$ cat src/rtl/pic_to_background_blitter_if.sv
// Bus bundle for the two on-chip RAM s2 ports that the blitter drives:
// pic_mem (read side) and background_mem (write side).
interface pic_to_background_blitter_if;
  logic [11:0] pic_address;
  logic        pic_chipselect;
  logic        pic_clken;
  logic        pic_write;
  logic [15:0] pic_writedata;
  logic [1:0]  pic_byteenable;
  logic [15:0] pic_readdata;
  logic [12:0] bg_address;
  logic        bg_chipselect;
  logic        bg_clken;
  logic        bg_write;
  logic [15:0] bg_writedata;
  logic [1:0]  bg_byteenable;

  modport master (
    output pic_address, pic_chipselect, pic_clken, pic_write, pic_writedata, pic_byteenable,
    input  pic_readdata,
    output bg_address, bg_chipselect, bg_clken, bg_write, bg_writedata, bg_byteenable
  );
  modport slave (
    input  pic_address, pic_chipselect, pic_clken, pic_write, pic_writedata, pic_byteenable,
    output pic_readdata,
    input  bg_address, bg_chipselect, bg_clken, bg_write, bg_writedata, bg_byteenable
  );
endinterface

$ cat src/rtl/pic_to_background_blitter.sv
// Copies a sprite from pic_mem into background_mem with optional colour key
// and clipping; one pixel per un-held cycle, RD_LAT-deep read pipe.
module pic_to_background_blitter #(
  parameter int BG_WIDTH  = 128,
  parameter int BG_HEIGHT = 64,
  parameter int RD_LAT    = 1
) (
  input  logic        clk,
  input  logic        reset_n,
  input  logic        start,
  input  logic [11:0] pic_base,
  input  logic [7:0]  pic_w,
  input  logic [7:0]  pic_h,
  input  logic [7:0]  dst_x,
  input  logic [7:0]  dst_y,
  input  logic        key_en,
  input  logic [15:0] key_color,
  input  logic        hold,
  output logic        busy,
  output logic        done,
  pic_to_background_blitter_if.master mem
);
  localparam logic [1:0] IDLE  = 2'd0;
  localparam logic [1:0] RUN   = 2'd1;
  localparam logic [1:0] DRAIN = 2'd2;
  localparam logic [1:0] DONE  = 2'd3;

  typedef struct packed {
    logic        in_b;
    logic [12:0] addr;
  } pix_t;

  logic [1:0]  state;
  logic [11:0] addr;
  logic [7:0]  w, h, dx, dy, row, col;
  logic        ken;
  logic [15:0] kc;

  logic        issue, mid_busy, drained, wr_slot, keyed;
  logic [8:0]  bx, by;
  pix_t        pix_in;
  logic [RD_LAT:1] vld_pipe;
  pix_t        pipe [RD_LAT:1];

  always_comb begin
    issue       = (state == RUN) && !hold;
    bx          = {1'b0, dx} + {1'b0, col};
    by          = {1'b0, dy} + {1'b0, row};
    pix_in.in_b = (int'(bx) < BG_WIDTH) && (int'(by) < BG_HEIGHT);
    pix_in.addr = 13'(int'(by) * BG_WIDTH + int'(bx));
    mid_busy    = 1'b0;
    for (int i = 1; i < RD_LAT; i++) mid_busy = mid_busy | vld_pipe[i];
    // the exiting entry is consumed this cycle unless held
    drained     = !mid_busy && (!vld_pipe[RD_LAT] || !hold);
    wr_slot     = vld_pipe[RD_LAT] && !hold;
    keyed       = ken && (mem.pic_readdata == kc);
  end

  always_ff @(posedge clk or negedge reset_n) begin
    if (!reset_n) begin
      vld_pipe <= '0;
      for (int i = 1; i <= RD_LAT; i++) pipe[i] <= '0;
    end else if (!hold) begin
      vld_pipe[1] <= issue;
      pipe[1]     <= pix_in;
      for (int i = 2; i <= RD_LAT; i++) begin
        vld_pipe[i] <= vld_pipe[i-1];
        pipe[i]     <= pipe[i-1];
      end
    end
  end

  always_ff @(posedge clk or negedge reset_n) begin
    if (!reset_n) begin
      state <= IDLE;
      addr  <= '0;
      w     <= '0;
      h     <= '0;
      dx    <= '0;
      dy    <= '0;
      row   <= '0;
      col   <= '0;
      ken   <= 1'b0;
      kc    <= '0;
    end else begin
      case (state)
        IDLE: if (start) begin
          addr  <= pic_base;
          w     <= pic_w;
          h     <= pic_h;
          dx    <= dst_x;
          dy    <= dst_y;
          ken   <= key_en;
          kc    <= key_color;
          row   <= '0;
          col   <= '0;
          state <= (pic_w == 8'd0 || pic_h == 8'd0) ? DONE : RUN;
        end
        RUN: if (!hold) begin
          // rows are contiguous in pic_mem, so the read address just counts up
          addr <= addr + 12'd1;
          if (col == w - 8'd1) begin
            col <= '0;
            row <= row + 8'd1;
            if (row == h - 8'd1) state <= DRAIN;
          end else begin
            col <= col + 8'd1;
          end
        end
        DRAIN: if (drained) state <= DONE;
        default: state <= IDLE;
      endcase
    end
  end

  assign busy = (state == RUN) || (state == DRAIN);
  assign done = (state == DONE);

  assign mem.pic_address    = addr;
  assign mem.pic_chipselect = issue;
  // clken keeps advancing the RAM output stage while the pipe drains
  assign mem.pic_clken      = busy && !hold;
  assign mem.pic_write      = 1'b0;
  assign mem.pic_writedata  = '0;
  assign mem.pic_byteenable = 2'b11;

  assign mem.bg_address     = pipe[RD_LAT].addr;
  assign mem.bg_chipselect  = wr_slot;
  assign mem.bg_clken       = wr_slot;
  assign mem.bg_write       = wr_slot && pipe[RD_LAT].in_b && !keyed;
  assign mem.bg_writedata   = wr_slot ? mem.pic_readdata : 16'd0;
  assign mem.bg_byteenable  = 2'b11;
endmodule
$ cat src/flat_wrapper.sv
// flat-port wrapper written by rule: the top's interface ports become plain ports
module pic_to_background_blitter_flat 
#(
  parameter int BG_WIDTH  = 128,
  parameter int BG_HEIGHT = 64,
  parameter int RD_LAT    = 1
)
  (clk, reset_n, start, pic_base, pic_w, pic_h, dst_x, dst_y, key_en, key_color, hold, busy, done, mem_pic_address, mem_pic_chipselect, mem_pic_clken, mem_pic_write, mem_pic_writedata, mem_pic_byteenable, mem_pic_readdata, mem_bg_address, mem_bg_chipselect, mem_bg_clken, mem_bg_write, mem_bg_writedata, mem_bg_byteenable);
  pic_to_background_blitter_if mem_i ();
  input  logic clk;
  input  logic reset_n;
  input  logic start;
  input  logic [11:0] pic_base;
  input  logic [7:0] pic_w;
  input  logic [7:0] pic_h;
  input  logic [7:0] dst_x;
  input  logic [7:0] dst_y;
  input  logic key_en;
  input  logic [15:0] key_color;
  input  logic hold;
  output logic busy;
  output logic done;
  output wire logic [$bits(mem_i.pic_address)-1:0] mem_pic_address;
  output wire logic [$bits(mem_i.pic_chipselect)-1:0] mem_pic_chipselect;
  output wire logic [$bits(mem_i.pic_clken)-1:0] mem_pic_clken;
  output wire logic [$bits(mem_i.pic_write)-1:0] mem_pic_write;
  output wire logic [$bits(mem_i.pic_writedata)-1:0] mem_pic_writedata;
  output wire logic [$bits(mem_i.pic_byteenable)-1:0] mem_pic_byteenable;
  input wire logic [$bits(mem_i.pic_readdata)-1:0] mem_pic_readdata;
  output wire logic [$bits(mem_i.bg_address)-1:0] mem_bg_address;
  output wire logic [$bits(mem_i.bg_chipselect)-1:0] mem_bg_chipselect;
  output wire logic [$bits(mem_i.bg_clken)-1:0] mem_bg_clken;
  output wire logic [$bits(mem_i.bg_write)-1:0] mem_bg_write;
  output wire logic [$bits(mem_i.bg_writedata)-1:0] mem_bg_writedata;
  output wire logic [$bits(mem_i.bg_byteenable)-1:0] mem_bg_byteenable;
  assign mem_pic_address = mem_i.pic_address;
  assign mem_pic_chipselect = mem_i.pic_chipselect;
  assign mem_pic_clken = mem_i.pic_clken;
  assign mem_pic_write = mem_i.pic_write;
  assign mem_pic_writedata = mem_i.pic_writedata;
  assign mem_pic_byteenable = mem_i.pic_byteenable;
  assign mem_i.pic_readdata = mem_pic_readdata;
  assign mem_bg_address = mem_i.bg_address;
  assign mem_bg_chipselect = mem_i.bg_chipselect;
  assign mem_bg_clken = mem_i.bg_clken;
  assign mem_bg_write = mem_i.bg_write;
  assign mem_bg_writedata = mem_i.bg_writedata;
  assign mem_bg_byteenable = mem_i.bg_byteenable;
  pic_to_background_blitter #(.BG_WIDTH(BG_WIDTH), .BG_HEIGHT(BG_HEIGHT), .RD_LAT(RD_LAT)) u_core (.clk(clk), .reset_n(reset_n), .start(start), .pic_base(pic_base), .pic_w(pic_w), .pic_h(pic_h), .dst_x(dst_x), .dst_y(dst_y), .key_en(key_en), .key_color(key_color), .hold(hold), .busy(busy), .done(done), .mem(mem_i));
endmodule
$ cat config.mk
export PLATFORM = sky130hd
export DESIGN_NAME = pic_to_background_blitter_flat
export DESIGN_NICKNAME = d
export VERILOG_FILES = /design/src/rtl/pic_to_background_blitter_if.sv /design/src/rtl/pic_to_background_blitter.sv /design/src/flat_wrapper.sv
export SDC_FILE = /design/constraint.sdc
export NUM_CORES = 1
export LEC_CHECK = 0
export BUFFER_PORTS_ARGS = -buffer_cell sky130_fd_sc_hd__buf_2
export CORE_MARGIN = 1
export CORE_UTILIZATION = 45
export CTS_BUF_LIST = sky130_fd_sc_hd__clkbuf_2
export CTS_CLUSTER_DIAMETER = 120
export DETAILED_ROUTE_END_ITERATION = 10
export HOLD_SLACK_MARGIN = 0.03
export PLACE_DENSITY = 0.69
export SYNTH_ARGS = -nofsm -noshare
export SYNTH_HDL_FRONTEND = slang
export SYNTH_SLANG_ARGS = --single-unit
$ cat constraint.sdc
create_clock -name clk -period 6.4 [get_ports clk]
set_input_delay 0.64 -clock clk [delete_from_list [all_inputs] [get_ports clk]]
set_output_delay 0.64 -clock clk [all_outputs]
set_load 0.005 [all_outputs]
Word level (Yosys, flattened, before mapping)
Index checks and enable logic that the tools add are counted.
{ "word_totals": {"word_cells": 73, "register_bits": 94, "out_inout_bits": 69} }
{ "classes": {"order_cmp": 2, "mux": 18, "reduce_logical": 21, "eq_ne": 11, "n_addsub": 8} }
{ "ops": {"columns": ["cell", "n"], "rows": [
  ["$mux 8", 5],
  ["$pmux 8 s2", 2],
  ["$mux 12", 2],
  ["$pmux 12 s2", 1],
  ["$add 8x8->9", 2],
  ["$add 8x1->8 const B", 2],
  ["$eq 16x16->1", 1],
  ["$eq 8x8->1", 2],
  ["$logic_not 8->1", 2],
  ["$mux 16", 1],
  ["$sub 8x1->8 const B", 2],
  ["$add 13x9->13", 1],
  ["$add 12x1->12 const B", 1],
  ["$mux 2", 6],
  ["$lt 9x7->1 const B", 1],
  ["$lt 9x8->1 const B", 1],
  ["$ne 2x2->1 const B", 4],
  ["$logic_and 1x1->1", 7],
  ["$pmux 2 s3", 1],
  ["$reduce_and 5->1", 1],
  ["$eq 2x2->1 const B", 2],
  ["$reduce_and 4->1", 1],
  ["$logic_not 1->1", 3],
  ["$logic_or 1x1->1", 3],
  ["other kinds (6)", 6]
]} }

Logic depth before layout (Yosys ltp)
Gate-level depths: netlist of run 1.
{ "logic_depth": {"depth_word": 6, "depth_mapped": 14, "mapped_depth_nobuf": 14} }

Worst setup path after synthesis of run 1
Ideal clock, no wire load.
{ "synth_timing": {"path_kind": "reg2reg", "start": "reg u_core.col[0]", "end": "reg u_core.pipe (netlist bit u_core.mem.bg_address[12])", "required_time_ps": 6275, "synth_period_minus_slack_ps": 3079, "stages_incl_launch_ff": 15, "path_slack_ps": 3321, "n_path_buf": 0, "t_arrival_ps": 2954, "path_cell_list": "dfrtp_1 -> ha_1 -> inv_1 -> fa_1 -> nor2b_1 -> o21ai_0 -> a21boi_0 -> o21ai_0 -> a21oi_1 -> ha_1 -> a21o_1 -> nand2_1 -> nor4b_1 -> xnor3_1 -> mux2_2"} }
{ "synth_via": {"elab_chain_cells": 2} }
{ "synth_rtl": {"columns": ["element", "line_no", "source"], "rows": [
  ["from (decl)", "pic_to_background_blitter.sv:35", "logic [7:0] w, h, dx, dy, row, col;"],
  ["from (signal assigned)", "pic_to_background_blitter.sv:107", "col <= col + 8'd1;"],
  ["$add 8x8->9", "pic_to_background_blitter.sv:47", "bx = {1'b0, dx} + {1'b0, col};"],
  ["$add 13x9->13", "pic_to_background_blitter.sv:50", "pix_in.addr = 13'(int'(by) * BG_WIDTH + int'(bx));"],
  ["to (signal, indexed assignment)", "pic_to_background_blitter.sv:68", "pipe[i] <= pipe[i-1];"],
  ["to (decl)", "pic_to_background_blitter.sv:43", "pix_t pipe [RD_LAT:1];"]
]} }
No other way between the ends.
A chain may end at the register's enable or synchronous reset.

Worst setup path after layout of run 1
Same ends and word-level chain as after synthesis.

==> reports/results.txt, run 1 <==
Unique masters post-synth: 62
WP data arrival: 3.94 ns
htree depth: 3
Nets: 811
minimum clock period: 3.45 ns
initial antenna violation count: 0
1st-iter DRT viols: 188
max-slew violations: 0
Startpoint Class: flip-flop
grt ovf: 0
CTS tree: done
GR peak layer: met2
Async SR Flop Fraction: 1.00
reg2reg setup slack: 2.95 ns
largest cells by area after synthesis: dfrtp_1 40%, mux2_2 10%, ha_1 5.7%
status: completed
synthesized flop and latch total: 94
total negative slack: 0 ns
met3 usage: 0.0592
Total Power: 1230 uW
CTS buffer count: 9
CP Class: reg2reg
router iterations before antenna repair: 5
relative slew slack: 0.306
fmax: 290 MHz
placed insts: 860
core area: 12,700 sq um
largest net degree at the start of global routing: 72
fin crit share: 0.539
Netlist Area Pre-Place: 5920 sq um
fin area: 6640 sq um
die height: 117 microns
Pleak: 0.00344 uW
Max-Cap Viols: 0
Clock transition at path regs: 0.23 ns
Site Rows: 41
number of synthesized flops with an enable pin: 0
final setup skew: 0.0520 ns
total wire length: 12,900 microns
Final GP Congestion: 0.775
unrepaired setup endpoints after global routing: false
n_diodes: 0
Final HPWL DP: 9820 microns
CTS sink count: 94
setup violators final: 0
clock tree root driver cell: clkbuf_2
Ys Warns: 0
Top-Level Pins: 150
fraction of final layout cells sized beyond drive strength 1: 0.310
post-route insts no fill: 875
PD cells: 185 nW/um^2
vias in the first global route: 4,475
ANT nets after route: 0
most frequent cells in the layout: 127 x buf_2, 94 x dfrtp_1, 53 x mux2_2
Fin. Hold Viols: 0
Via density: 5.17
Required @ worst endpoint: 6.89 ns
VDD IR max: 123 uV
grt met2 use: 0.335
Setup crit end kind: flip-flop
drt drc: 0
clk_lat worst skew: 0.60 ns
Overall Global Routing Usage: 0.203
Synth top area share: 0.397
worst-path fanout max: 7
Mapped Cells: 592
post-synth top area cell: dfrtp_1
ys flop type: dfrtp_1
first-pass GRT wire length: 21,300 microns
synthesized area per cell: 10.0 sq um
Resized Gates After CTS: 0
Initial Util: 0.465
DR WL/cell: 14.7 microns
routed vias: 4,528
Worst-Margin Slew: 1.04 ns
met1 usage: 0.261
CTS Buffer Depth: 2
part of the Yosys area used for sequential elements: 0.397
area of placed instances: 6540 sq um
die area: 13,600 sq um
IO Port Bufs: 128
most common cell after layout, fill and taps aside: buf_2
Die W: 117 microns
Layout area overhead: 12.2%
Hold Path Class: in2reg
## what timing repair did
action | 4_1_cts | 5_1_grt
hold endpoints to repair | 23 | 0
hold buffers | 1 | 0
buffers inserted | 0 | 0
## critical path, cell delays in order (launching register included)
cell and delay (ns):
dfrtp_1 0.54, ha_1 0.22, inv_1 0.06, fa_1 0.39, nor2b_1 0.13, o21ai_0 0.10, a21boi_0 0.24, o21ai_0 0.13
a21oi_1 0.30, ha_1 0.21, a21o_1 0.08, nand2_1 0.07, nor4b_1 0.37, xnor3_1 0.27, mux2_2 0.26
## registers in the layout (all words and copies together), names as in the netlist, 2 cells and up
register                flops
u_core.kc                  16
u_core.mem.bg_address      13
u_core.mem.pic_address     12
u_core.col                  8
u_core.dx                   8
u_core.dy                   8
u_core.h                    8
u_core.row                  8
u_core.w                    8
u_core.state                2
## kinds of logic after synthesis
logic type,Yosys count,share of synthesized area
AND/OR/NAND/NOR,181,0.162
flip-flops,94,0.397
AO/OA/AOI/OAI,91,0.0993
buffers and inverters,77,0.0727
multiplexers,62,0.117
XOR/XNOR,55,0.0837
adder cells (fa/ha/maj),30,0.0672
other,2,0.00127
## per-stage QoR
step | utilization | hold WS, ns | worst slack, ns
2_1_floorplan | - | 0.344 | 3.32
5_1_grt | 0.522 | 0.196 | 2.67
4_1_cts | 0.522 | 0.231 | 2.97
3_5_place_dp | 0.514 | 0.470 | 2.96
6_report | 0.522 | 0.257 | 2.95
3_3_place_gp | 0.514 | 0.467 | 3.11
## per-layer routing
metal	wire, microns	vias to the layer above
met1	5940	2178
met2	6140	105
met4	136	0
li1	-	2233
met5	0	-
met3	692	12
## area by class of cell
class                   count  area, sq um
clock buffers              12         60.1
clock inverters             2         35.0
fillers                  1200         6080
inverters                  23         86.3
multi-input cells         440         3220
flip-flops and latches     94         2350
well taps                 172          215
repair buffers            132          676
## synth_stat cells, drive strengths merged (3+ instances only)
library cell,count
a21boi,3
nor3,14
or2,6
dfrtp,94
xor2,22
nand4,10
fa,3
a211oi,5
a21o,4
nand2b,5
o41ai,3
nor2,35
nand3,14
and3,6
a32oi,3
a21oi,23
o22ai,6
ha,27
nand2,51
buf,45
clkbuf,9
nor4,8
and2,18
mux2i,8
inv,23
mux2,54
nor2b,6
xnor2,32
o21ai,26
## power by group
group	switching (uW)	total (uW)	internal (uW)
registers	64.0	704	640
logic	126	246	120
clock network	189	279	90.5
total	379	1230	851
## worst paths after layout
| path | cells past startpoint | from | endpoint |
|---|---|---|---|
| worst min register to register | 2 | u_core.mem.bg_address[2]$_DFFE_PN0N_ | u_core.mem.bg_address[2]$_DFFE_PN0N_ |
| max in group asynchronous | 3 | reset_n | u_core.mem.bg_address[6]$_DFFE_PN0N_ |
| worst min-delay path | 3 | pic_base[8] | u_core.mem.pic_address[8]$_DFFE_PN0P_ |
| min in group asynchronous | 2 | reset_n | u_core.mem.pic_address[10]$_DFFE_PN0P_ |
| worst max register to register | 14 | u_core.col[0]$_DFFE_PN0P_ | u_core.mem.bg_address[12]$_DFFE_PN0N_ |
| worst max-delay path | 14 | u_core.col[0]$_DFFE_PN0P_ | u_core.mem.bg_address[12]$_DFFE_PN0N_ |
Power figures use the tool's default switching activity.
==> run 2: changes to the inputs <==
ABC_AREA = 1   (was unset)
PLACE_DENSITY = 0.72   (was 0.69)
clock period = 2.95 ns   (was 6.4 ns; I/O delays follow)
==> reports/results.txt, run 2 <==
CTS sink count: 94 (unchanged)
ANT nets after route: 0 (unchanged)
Final Core Density: 0.567 (+0.0448)
Synth top area share: 0.384 (-0.0136)
PD cells: 820 nW/um^2 (+340%)
Ys Warns: 0 (unchanged)
CP Class: reg2reg
Largest register FFs: 16 (unchanged)
reg2reg setup slack: 0.38 ns (-2.57 ns)
Netlist Area Pre-Place: 6130 sq um (+3.5%)
Overall Global Routing Usage: 0.210 (+0.00659)
drt drc: 0 (unchanged)
CTS Buffer Depth: 2 (unchanged)
total wire length: 13,900 microns (+7.5%)
fin crit share: 0.873 (+0.333)
status: completed
IO Port Bufs: 128 (unchanged)
R2R Path End: u_core.mem.bg_address[12]$_DFFE_PN0N_
clk_lat worst skew: 0.62 ns (+0.02 ns)
largest net degree at the start of global routing: 54 (-25%)
largest reg by FF count: u_core.kc
Nets: 1,048 (+29%)
routed vias: 5,332 (+18%)
CTS tree: done
CTS buffer count: 9 (unchanged)
core area: 13,200 sq um (+4.1%)
Die W: 119 microns (+1.7%)
most common cell after layout, fill and taps aside: nand2_1
post-synth top area cell: dfrtp_1
FF-to-FF Start: u_core.col[0]$_DFFE_PN0P_
Pleak: 0.00389 uW (+13%)
Top-Level Pins: 150 (unchanged)
DR WL/cell: 12.4 microns (-16%)
total negative slack: 0 ns (unchanged)
minimum clock period: 2.57 ns (-0.878 ns)
first-pass GRT wire length: 23,500 microns (+10%)
Hold Path Class: in2reg
Critical Path Max Stage Delay: 0.51 ns (-0.03 ns)
Site Rows: 42 (+2.4%)
VDD IR max: 323 uV (+160%)
Via density: 4.77 (-7.8%)
Async SR Flop Fraction: 1.00 (unchanged)
hold_sp: start
number of synthesized flops with an enable pin: 0 (unchanged)
ys flop type: dfrtp_1
Reg2Reg Depth: 15 (+1)
router iterations before antenna repair: 7 (+2)
synthesized area per cell: 8.05 sq um (-20%)
Commonest cells post-synth: 152 x nand2_1, 98 x inv_1, 94 x dfrtp_1
Max-Cap Viols: 0 (unchanged)
Startpoint Class: flip-flop
Mapped Cells: 762 (+29%)
1st-iter DRT viols: 273 (+45%)
Worst-Margin Slew: 0.683 ns (-0.358 ns)
crit-path cells: ha_1 -> inv_1 -> fa_1 -> inv_1 -> nand3_1 -> nand2_1 -> nand2_1 -> o211ai_1 -> ha_1 -> a21oi_1 -> nor2_1 -> nand3_1 -> o21ai_0 -> nand3_1 -> nand2_1
WHS Endpoint: u_core.mem.pic_address[10]$_DFFE_PN0P_
Layout area overhead: 22.4%
Required @ worst endpoint: 3.46 ns (-3.43 ns)
initial antenna violation count: 1 (+1)
vias in the first global route: 5,080 (+14%)
final setup skew: 0.0474 ns (-0.00464 ns)
Hold Path Depth: 5 (+2)
grt ovf: 0 (unchanged)
WP data arrival: 3.08 ns (-0.86 ns)
part of the Yosys area used for sequential elements: 0.384 (-0.0136)
Total Power: 6160 uW (+400%)
Fin. Hold Viols: 0 (unchanged)
Resized Gates After CTS: 0 (unchanged)
Clock transition at path regs: 0.27 ns (+0.04 ns)
htree depth: 3 (unchanged)
setup violators final: 0 (unchanged)
clock tree root driver cell: clkbuf_2
die area: 14,100 sq um (+3.5%)
relative slew slack: 0.545 (+0.239)
Setup crit end kind: flip-flop
Final HPWL DP: 10,200 microns (+4.3%)
Slowest cell on crit path: dfrtp_1
most frequent cells in the layout: 151 x nand2_1, 127 x buf_2, 98 x inv_1
unrepaired setup endpoints after global routing: false
Unique masters post-synth: 43 (-31%)
synthesized flop and latch total: 94 (unchanged)
worst-path fanout max: 6 (-1)
Initial Util: 0.463 (-0.00242)
largest cells by area after synthesis: dfrtp_1 38%, nand2_1 9.3%, mux2_2 6.2%
count leader, synth: nand2_1
fraction of final layout cells sized beyond drive strength 1: 0.223 (-0.0869)
die height: 119 microns (+1.7%)
fmax: 388 MHz (+34%)
Final GP Congestion: 0.832 (+7.3%)
max-slew violations: 0 (unchanged)
## run 2: metal layers
metal  track usage  share of wire
met1         0.281           0.49
met2         0.345           0.47
met3        0.0319          0.031
met4        0.0752          0.017
met5             0              0
## run 2: worst max-delay path by stage
| stage | from | end | depth (start not counted) |
|---|---|---|---|
| after floorplan | u_core.col[2]$_DFFE_PN0P_ | u_core.mem.bg_address[11]$_DFFE_PN0N_ | 11 |
| after global placement | u_core.col[0]$_DFFE_PN0P_ | u_core.mem.bg_address[12]$_DFFE_PN0N_ | 15 |
| after detailed placement | u_core.col[0]$_DFFE_PN0P_ | u_core.mem.bg_address[12]$_DFFE_PN0N_ | 15 |
| after CTS | u_core.col[0]$_DFFE_PN0P_ | u_core.mem.bg_address[12]$_DFFE_PN0N_ | 15 |
| after global routing | u_core.col[0]$_DFFE_PN0P_ | u_core.mem.bg_address[12]$_DFFE_PN0N_ | 15 |
| final | u_core.col[0]$_DFFE_PN0P_ | u_core.mem.bg_address[12]$_DFFE_PN0N_ | 15 |
## run 2: cells by family after synthesis
logic type	share of synthesized area
simple gates	0.214
buf+inv	0.121
compound gates	0.0973
flops	0.384
xor+xnor	0.0557
mux	0.0624
fa+ha+maj	0.0649
other cells	0.00122
## run 2: through the flow
stage / instances / cell area [sq um] / hold slack, ns / worst slack [ns]
floorplan: 781 / 6200 / -0.000591 / 0.639
global placement: 1039 / 6780 / 0.379 / 0.482
CTS: 1117 / 7500 / 0.122 / 0.375
finish: 1118 / 7510 / 0.169 / 0.376
global route: 1118 / 7510 / 0.195 / 0.181
detailed placement: 1039 / 6780 / 0.378 / 0.444
## run 2: final cells by class
class | count | area (sq um)
diodes | 1 | 2.50
inverters | 101 | 384
multi-input cells | 533 | 3110
flip-flops and latches | 94 | 2350
clock buffers | 9 | 45.0
fillers | 1241 | 5740
clock inverters | 6 | 53.8
well taps | 176 | 220
repair buffers | 198 | 1340
## run 2: timing repair
item,in CTS,in global routing
setup buffers,0,0
hold endpoints to repair,112,0
hold buffers,63,0
## run 2: critical path, delay by kind of cell (launching register included)
| kind | cells | cell delay (ns) |
|---|---|---|
| AO/OA/AOI/OAI | 3 | 0.39 |
| adder cells (fa/ha/maj) | 3 | 0.85 |
| buffers and inverters | 2 | 0.14 |
| flip-flops | 1 | 0.51 |
| AND/OR/NAND/NOR | 7 | 0.58 |
## run 2: where the power goes
part           switching (uW)  internal [uW]  total [uW]  leakage (uW)
clock                     437            181         618     0.0000603
sequential                467           1850        2320       0.00115
combinational            1810           1410        3220       0.00268
==> run 3: changes to the inputs <==
REMOVE_ABC_BUFFERS = 1   (was unset)
==> reports/results.txt, run 3 (synthesis results as in run 2) <==
status: completed
Startpoint Class: flip-flop
WP data arrival: 3.08 ns (about the same)
most frequent cells in the layout: 151 x nand2_1, 127 x buf_2, 98 x inv_1
PD cells: 823 nW/um^2 (+0.32%)
fmax: 393 MHz (+1.1%)
Die W: 119 microns (unchanged)
grt met2 use: 0.356 (+0.0113)
CTS tree: done
register share of total power: 0.375 (about the same)
Switching Fraction: 0.441 (about the same)
setup violators final: 0 (unchanged)
worst-path fanout max: 6 (unchanged)
Top-Level Pins: 150 (unchanged)
minimum clock period: 2.55 ns (-0.0284 ns)
WHS Endpoint: u_core.mem.bg_address[12]$_DFFE_PN0N_
post-CTS setup buffers: 0 (unchanged)
Reg2Reg Depth: 15 (unchanged)
fin crit share: 0.863 (-0.00963)
largest reg by FF count: u_core.kc
Fin. Hold Viols: 0 (unchanged)
Initial Util: 0.463 (unchanged)
Site Rows: 42 (unchanged)
FF-to-FF Start: u_core.col[0]$_DFFE_PN0P_
DR WL/cell: 12.7 microns (+2.0%)
met3 usage: 0.0405 (+0.00869)
Layout fillers: 1,188 (-4.3%)
htree depth: 3 (unchanged)
Final HPWL DP: 10,300 microns (+0.36%)
CTS sink count: 94 (unchanged)
Nets: 1,045 (-0.29%)
clk_lat worst skew: 0.62 ns (about the same)
Final GP Congestion: 0.873 (+4.9%)
Layout area overhead: 22.4% (about the same)
VDD IR max: 495 uV (+53%)
clock tree root driver cell: clkbuf_2
fraction of final layout cells sized beyond drive strength 1: 0.225 (+0.00154)
core area: 13,200 sq um (unchanged)
Pleak: 0.00389 uW (-0.11%)
1st-iter DRT viols: 231 (-15%)
Required @ worst endpoint: 3.49 ns (+0.03 ns)
hold bufs inserted after CTS: 61 (-3.2%)
CTS Buffer Depth: 2 (unchanged)
Largest register FFs: 16 (unchanged)
grt ovf: 0 (unchanged)
ANT nets after route: 0 (unchanged)
CTS buffer count: 9 (unchanged)
Total Power: 6180 uW (+0.30%)
total negative slack: 0 ns (unchanged)
most common cell after layout, fill and taps aside: nand2_1
IO Port Bufs: 128 (unchanged)
Clock transition at path regs: 0.25 ns (-0.02 ns)
vias in the first global route: 5,051 (-0.57%)
hold_sp: hold
Setup crit end kind: flip-flop
die area: 14,100 sq um (unchanged)
Clock power frac: 0.105 (+0.005)
Worst-Margin Slew: 0.611 ns (-0.0718 ns)
Via density: 4.76 (-0.13%)
Resized Gates After CTS: 0 (unchanged)
reg2reg setup slack: 0.40 ns (+0.03 ns)
internal power: 3450 uW (+0.34%)
drt drc: 0 (unchanged)
max-slew violations: 0 (unchanged)
Hold Path Depth: 3 (-2)
Overall Global Routing Usage: 0.210 (+0.000352)
GR peak layer: met2
final setup skew: 0.0382 ns (-0.00918 ns)
met1 usage: 0.275 (-0.00584)
Net Sw Power: 2720 uW (+0.25%)
first-pass GRT wire length: 23,700 microns (+0.76%)
unrepaired setup endpoints after global routing: false
largest net degree at the start of global routing: 51 (-5.6%)
n_diodes: 0 (-1)
total wire length: 14,100 microns (+1.7%)
Hold Path Class: in2reg
Max-Cap Viols: 0 (unchanged)
relative slew slack: 0.592 (+0.0478)
initial antenna violation count: 0 (-1)
CP Class: reg2reg
router iterations before antenna repair: 4 (-3)
combinational power share: 0.520 (-0.003)
routed vias: 5,311 (-0.39%)
R2R Path End: u_core.mem.bg_address[12]$_DFFE_PN0N_
die height: 119 microns (unchanged)
-- run 3: changes by cell type in the layout (fill, tap and decap cells not counted), sizes merged --
cell	change
clkinv	-1
clkinvlp	+1
clkbuf	+1
buf	-2
dlygate4sd3	-1
diode	-1
-- run 3: per-stage QoR --
stage / utilization / hold WS, ns / setup slack (ns) / std cells / instance area [sq um]
CTS: 0.566 / 0.0307 / 0.409 / 1114 / 7500
global route: 0.567 / 0.113 / 0.149 / 1115 / 7510
global placement: 0.511 / 0.339 / 0.476 / 1037 / 6770
floorplan: - / -0.000591 / 0.605 / 728 / 5840
finish: 0.567 / 0.134 / 0.404 / 1115 / 7510
detailed placement: 0.511 / 0.348 / 0.409 / 1037 / 6770
-- run 3: how the worst max path moves through the flow --
stage | endpoint | depth (start not counted) | from
2_1_floorplan | u_core.dx[0]$_DFFE_PN0P_ | 4 | u_core.state[0]$_DFFE_PN0P_
3_3_place_gp | u_core.mem.bg_address[12]$_DFFE_PN0N_ | 15 | u_core.col[0]$_DFFE_PN0P_
3_5_place_dp | u_core.mem.bg_address[12]$_DFFE_PN0N_ | 15 | u_core.col[0]$_DFFE_PN0P_
4_1_cts | u_core.mem.bg_address[12]$_DFFE_PN0N_ | 15 | u_core.col[0]$_DFFE_PN0P_
5_1_grt | u_core.mem.bg_address[10]$_DFFE_PN0N_ | 14 | u_core.col[0]$_DFFE_PN0P_
6_report | u_core.mem.bg_address[12]$_DFFE_PN0N_ | 15 | u_core.col[0]$_DFFE_PN0P_
-- run 3: final cells by class --
cell class	count	area, sq um	share of cell area
multi-input cells	533	3110	0.414
inverters	101	384	0.0512
clock inverters	6	62.6	0.00833
well taps	176	220	0.0293
flip-flops and latches	94	2350	0.313
repair buffers	195	1330	0.177
clock buffers	10	50.0	0.00667
-- run 3: critical path, stage by stage, from the launching register on --
cell,delay (ns)
dfrtp_1,0.51
ha_1,0.21
inv_1,0.06
fa_1,0.35
inv_1,0.10
nand3_1,0.07
nand2_1,0.12
nand2_1,0.06
o211ai_1,0.18
ha_1,0.30
a21oi_1,0.12
nor2_1,0.07
nand3_1,0.11
o21ai_0,0.09
nand3_1,0.10
nand2_1,0.05
-- run 3: routing by layer --
layer / wire length (microns) / up-vias
met5: 0 / -
li1: - / 2735
met1: 6690 / 2449
met2: 6740 / 116
met3: 528 / 11
met4: 153 / 0
-- run 3: power groups by stage --
stage | clock network, uW | logic, uW | registers, uW
after floorplan | 0 | 2290 | 2240
after global placement | 0 | 3080 | 2330
after detailed placement | 0 | 3150 | 2340
after CTS | 665 | 3220 | 2310
after global routing | 715 | 3680 | 2400
final | 646 | 3210 | 2320
